### config.mk
export PLATFORM = sky130hd
export DESIGN_NAME = fetch_sequencer
export DESIGN_NICKNAME = d
export VERILOG_FILES = /design/src/rtl/fetch_sequencer.sv
export SDC_FILE = /design/constraint.sdc
export NUM_CORES = 1
export LEC_CHECK = 0
export CORE_MARGIN = 4
export CORE_UTILIZATION = 42
export DETAILED_ROUTE_END_ITERATION = 12
export PLACE_DENSITY_LB_ADDON = 0.12
export SYNTH_ARGS = -nofsm -noshare
export SYNTH_HDL_FRONTEND = slang
export SYNTH_SLANG_ARGS = --single-unit
export TNS_END_PERCENT = 100
### constraint.sdc
create_clock -name clk -period 4.02 [get_ports clk]
set_input_delay 0.804 -clock clk [delete_from_list [all_inputs] [get_ports clk]]
set_output_delay 0.804 -clock clk [all_outputs]
set_load 0.01 [all_outputs]
### src/rtl/fetch_sequencer.sv
// rtl/fetch_sequencer.sv - instruction fetch sequencer with 2-entry output buffer
module fetch_sequencer #(
  parameter int ADDR_W = 10,
  parameter int DATA_W = 32,
  parameter logic [ADDR_W-1:0] RESET_PC = '0
) (
  input  logic              clk,
  input  logic              rst_n,
  input  logic              start,
  input  logic [ADDR_W-1:0] start_pc,
  input  logic [ADDR_W-1:0] end_pc,
  input  logic              redirect,
  input  logic [ADDR_W-1:0] redirect_pc,
  output logic [ADDR_W-1:0] imem_addr,
  input  logic [DATA_W-1:0] imem_data,
  output logic              out_valid,
  input  logic              out_ready,
  output logic [DATA_W-1:0] out_instr,
  output logic [ADDR_W-1:0] out_pc,
  output logic              busy,
  output logic              done
);

  typedef enum logic [1:0] {S_IDLE, S_RUN, S_DRAIN, S_DONE} state_t;

  state_t              state_q, state_d;
  logic [ADDR_W-1:0]   pc_q, end_q, ifl_pc;
  logic                inflight, kill;
  logic [DATA_W-1:0]   buf_instr [2];
  logic [ADDR_W-1:0]   buf_pc    [2];
  logic                rd_ptr, wr_ptr;
  logic [1:0]          count;

  logic                pop, push, redir, issue;
  logic [2:0]          occupancy;
  logic [1:0]          count_d;

  assign pop       = (count != 2'd0) && out_ready;
  assign redir     = redirect && ((state_q == S_RUN) || (state_q == S_DRAIN));
  assign occupancy = {1'b0, count} + {2'b00, inflight};
  // Count the slot freed by this cycle's pop so a full buffer drained at rate keeps streaming.
  assign issue     = (state_q == S_RUN) && !redirect &&
                     (occupancy < (3'd2 + {2'b00, pop}));
  assign push      = inflight && !kill && !redir;

  always_comb begin
    count_d = count;
    case ({push, pop})
      2'b10:   count_d = count + 2'd1;
      2'b01:   count_d = count - 2'd1;
      default: count_d = count;
    endcase
  end

  always_comb begin
    state_d = state_q;
    case (state_q)
      S_IDLE: begin
        if (start) state_d = S_RUN;
      end
      S_RUN: begin
        if (redir)                        state_d = S_RUN;
        else if (issue && pc_q == end_q)  state_d = S_DRAIN;
      end
      S_DRAIN: begin
        if (redir)                               state_d = S_RUN;
        else if (!inflight && count == 2'd0)     state_d = S_DONE;
      end
      S_DONE: begin
        state_d = S_IDLE;
      end
      default: state_d = S_IDLE;
    endcase
  end

  always_ff @(posedge clk or negedge rst_n) begin
    if (!rst_n) begin
      state_q  <= S_IDLE;
      pc_q     <= RESET_PC;
      end_q    <= RESET_PC;
      inflight <= 1'b0;
      kill     <= 1'b0;
      ifl_pc   <= '0;
    end else begin
      state_q  <= state_d;
      inflight <= issue;
      kill     <= redir && inflight;
      if (issue) ifl_pc <= pc_q;
      if (state_q == S_IDLE && start) begin
        pc_q  <= start_pc;
        end_q <= end_pc;
      end else if (redir) begin
        pc_q <= redirect_pc;
      end else if (issue) begin
        pc_q <= pc_q + ADDR_W'(1);
      end
    end
  end

  // Redirect flushes whatever is still queued; a same-cycle pop has already been taken by decode.
  always_ff @(posedge clk or negedge rst_n) begin
    if (!rst_n) begin
      buf_instr[0] <= '0;
      buf_instr[1] <= '0;
      buf_pc[0]    <= '0;
      buf_pc[1]    <= '0;
      rd_ptr       <= 1'b0;
      wr_ptr       <= 1'b0;
      count        <= 2'd0;
    end else if (redir) begin
      rd_ptr <= 1'b0;
      wr_ptr <= 1'b0;
      count  <= 2'd0;
    end else begin
      if (push) begin
        buf_instr[wr_ptr] <= imem_data;
        buf_pc[wr_ptr]    <= ifl_pc;
        wr_ptr            <= ~wr_ptr;
      end
      if (pop) rd_ptr <= ~rd_ptr;
      count <= count_d;
    end
  end

  assign imem_addr = pc_q;
  assign out_valid = (count != 2'd0);
  assign out_instr = buf_instr[rd_ptr];
  assign out_pc    = buf_pc[rd_ptr];
  assign busy      = (state_q != S_IDLE);
  assign done      = (state_q == S_DONE);

endmodule

; ---- Word level (Yosys, flattened, before mapping)
; Cells that the tools add are included.
[word_totals]
mem_bits_ro = 0
elab_cells = 89
memories = 0
input_bits = 67
output_inout_bits = 55
latchBits = 0
ram_bits = 0
ff_bits = 122
[op_classes]
mul = 0
bitwise_logic = 5
n_lt_le_gt_ge = 4
addsub = 5
n_eq_ne = 9
n_mux = 27
n_reduce_logical = 26
div = 0
n_shift = 0
[op_table]
columns = op, count
row1 = 2-to-1 mux 32 bit, 4
row2 = 2-to-1 mux 10 bit, 7
row3 = bitwise mux 64 bit, 1
row4 = demux 32 bit (select 1 bit), 1
row5 = bitwise mux 20 bit, 1
row6 = 2-to-1 mux 2 bit, 6
row7 = logical AND 1 bit, 11
row8 = "adder 10 x 1 -> 10 bit, second input constant", 1
row9 = demux 10 bit (select 1 bit), 1
row10 = == test 10 bit, 1
row11 = one-hot mux 2 bit (4 select lines), 1
row12 = nonzero test 2 bit, 4
row13 = "== test 2 bit, second input constant", 3
row14 = "inequality test 3 x 2 -> 1 bit, second input constant", 2
row15 = nonzero test 3 bit, 2
row16 = "== test 2 x 1 -> 1 bit, second input constant", 2
row17 = "greater-or-equal comparator 2 bit, second input constant", 2
row18 = zero test 1 bit, 4
row19 = zero test 2 bit, 2
row20 = 2-to-1 mux 1 bit, 4
row21 = NOT 1 -> 2 bit, 2
row22 = one-hot mux 2 bit (2 select lines), 1
row23 = adder 2 x 1 -> 3 bit, 1
row24 = "adder 2 x 1 -> 3 bit, first input constant", 1
row25 = other kinds (9), 11

; ---- Logic depth before layout (Yosys ltp)
[depth]
ltp_word = 9
ltp_mapped = 8
depth_no_buf = 7

; ---- Least setup slack after synthesis
; No wires, ideal clock.
[synth_path]
kind = reg2out
startpoint = register rd_ptr
endpoint = output out_instr[11]
setup_slack_ns = 1.932
t_required_ns = 3.216
stages_incl_launch_ff = 4
arrival_ns = 1.284
path_cell_list = dfrtp_1 > clkbuf_1 > clkbuf_1 > mux2_2
[synth_via]
elab_chain_len = 4
[synth_rtl]
columns = element, line_no
row1 = "start, declared", 31  ; logic rd_ptr, wr_ptr;
row2 = "start signal, assigned", 120  ; if (pop) rd_ptr <= ~rd_ptr;
row3 = NOT 1 -> 2 bit (implied by the code), 127  ; assign out_instr = buf_instr[rd_ptr];
row4 = 2-to-1 mux 32 bit (implied by the code) (3 in a row), 127
row5 = "end, declared", 18  ; output logic [DATA_W-1:0] out_instr,
; No other way between the ends. The select of a mux whose other input is x is not followed.

; ---- Worst setup path after layout
[layout_path]
startpoint = register rd_ptr
endpoint = output out_instr[25]
; The elaborated chain is that of the path after synthesis.

==> reports/results.tsv <==
metric	value	unit
wire_per_inst	16.9	um
setup_viol_count_final	0	
clockBufferDepth	2	
synth_nets	529	
die_h	125	um
final-seq-area	3050	um2
design_area	7730	um2
avgSynthCellArea	12.8	um2
insertion_delay	0.41	ns
final_layout_size_suffix_gt1_share	30.8	%
ant_nets	0	
ctsHoldBuffers	0	
nets	654	
drv_cap	0	
grt_setup_unrepaired	no	
vias	3922	
synth_cell_types	43	
drt-initial-drc-count	150	
drc	0	
async_flop_share	100	%
worst_slew_pin_slew	0.687	ns
skew	0.00715	ns
antenna_found_initial	0	
cts_made_buffers	17	
cts_root_buf	clkbuf_16	
power_density	831	nW/um2
hpwl	9050	um
period_share	76.3	%
multi_input_area	2590	um2
crit_required	3.22	ns
irDropWorstVdd	0.342	mV
synth_edf_count	0	
hold_ws	0.414	ns
place_area	7170	um2
start_util	43.3	%
yosysWarnings	0	
start_kind	register	
power	6.43	mW
seq_area_frac_synth	52.7	%
min_period	3.07	ns
final_util	57.7	%
firstDrtPassIters	4	
htreeDepth	4	
crit_arrival	2.26	ns
gr-total-overflow	0	
grt_usage	17.1	%
grt_pass1_wl	21600	um
gp_congestion	0.809	
die_w	125	um
n_fill_cell	1149	
io_buffers	121	
path_max_fanout	20	
holdCritPathClass	in2async	
grt_max_degree	52	
cts_sinks	122	
via_per_inst	5.12	
worstSetupEndpointType	primary output	
timing.fmax	326	MHz
clkSlewWorstSetupHoldPaths	0.05	ns
synth-seq-cells	122	
synthCells	454	
grt_pass1_vias	4300	
critical_path_class	reg2out	
synthesis.area	5800	um2
drv_slew	0	
max_slew_margin	54.2	%
synthFlopType	dfrtp_1	
setup_tns	0	ns
outcome	complete, no violations	
routed_wl	12900	um
core_area	13400	um2
cts_tree	done	
ioPinCount	122	
p_leak	3.29	nW
post_cts_buffers	0	
hold_violations	0	
insertedDiodeCount	0	
cts_resized	0	
row_count	42	
die_area	15700	um2
area_growth	33.4	%
==> kinds of logic after synthesis <==
group,count (synthesis),synth area share (%)
AOI/OAI and AO/OA,42,4.73
xor gates and xnor gates,20,3.02
adders and majority gates,8,1.73
buffers and inverters,29,2.78
DFF,122,52.7
muxes,140,27.1
and+or+nand+nor,93,7.94
==> critical path, cell delays in order (launching register included) <==
cell and delay (ns):
dfrtp_2 0.68, buf_4 0.32, mux2_2 0.36, clkdlybuf4s50_1 0.49
==> registers in the layout (all words and copies together), names as in the netlist <==
| register | flops |
|---|---|
| buf_instr | 64 |
| buf_pc | 20 |
| count | 2 |
| end_q | 10 |
| ifl_pc | 10 |
| imem_addr | 10 |
| inflight | 1 |
| kill | 1 |
| rd_ptr | 1 |
| state_q | 2 |
| wr_ptr | 1 |
==> through the flow <==
stage	setup slack, ns	std cells
6_report	0.951	766
5_1_grt	0.843	766
4_1_cts	0.893	766
3_5_place_dp	0.947	736
3_3_place_gp	1.03	736
2_1_floorplan	1.93	454
==> placed cells by master (no fill, tap or decap), types with 3 or more instances in the layout <==
cell type,count
nor2b_1,4
clkdlybuf4s50_1,120
nand2_1,40
nor2_1,17
and3_1,3
inv_1,6
clkbuf_8,3
dfrtp_1,121
buf_4,7
clkbuf_16,17
mux2_2,136
ha_1,8
nand4_1,9
xnor2_1,16
nand3_1,6
clkinv_2,6
mux2i_1,3
a21oi_1,14
o22ai_1,6
o21ai_0,6
xor2_1,4
and2_1,3
==> final cells by class <==
type / instances / area share [%]
Sequential cell: 122 / 39.5
Multi-Input combinational cell: 303 / 33.5
Timing Repair Buffer: 128 / 16.5
Clock buffer: 21 / 6.08
Tap cell: 176 / 2.85
Clock inverter: 9 / 1.26
Inverter: 7 / 0.340
==> worst paths after layout <==
kind                       slack [ns]                         to  depth (start not counted)              startpoint
max                              0.95              out_instr[25]                          3      rd_ptr$_DFFE_PN0P_
min                              0.41  buf_instr[62]$_DFFE_PN0P_                          1                   rst_n
max reg2reg                      1.41      buf_pc[0]$_DFFE_PN0P_                          6  state_q[0]$_DFFE_PN0P_
min reg2reg                      0.49      ifl_pc[6]$_DFFE_PN0P_                          2   ifl_pc[6]$_DFFE_PN0P_
max in group asynchronous        2.64      buf_pc[7]$_DFFE_PN0P_                          2                   rst_n
min in group clk                 0.49      ifl_pc[6]$_DFFE_PN0P_                          2   ifl_pc[6]$_DFFE_PN0P_
==> synth_stat cells (6+ instances only) <==
master    count  area share (%)
mux2_2      136              26
dfrtp_1     122              53
nand2_1      40             2.6
nor2_1       17             1.1
xnor2_1      16             2.4
a21oi_1      14             1.2
nand4_1       9            0.97
clkbuf_1      8            0.52
ha_1          8             1.7
nand3_1       7            0.60
buf_2         6            0.52
inv_1         6            0.39
o21ai_0       6            0.52
o22ai_1       6            0.65
==> report_power, final <==
group          internal [mW]  leakage, nW  total [mW]  switching, mW
Combinational           1.63         1.53        2.70           1.07
Sequential              1.83         1.47        2.26          0.434
Clock                  0.946        0.284        1.46          0.516
==> routing by layer <==
metal	vias up	global-route usage [%]	wire (um)
met1	1938	21.2	5620
met3	19	5.16	684
met4	0	7.40	229
met2	96	27.8	6410
li1	1869	-	-
met5	-	0	0
(Power assumes the default switching activity.)
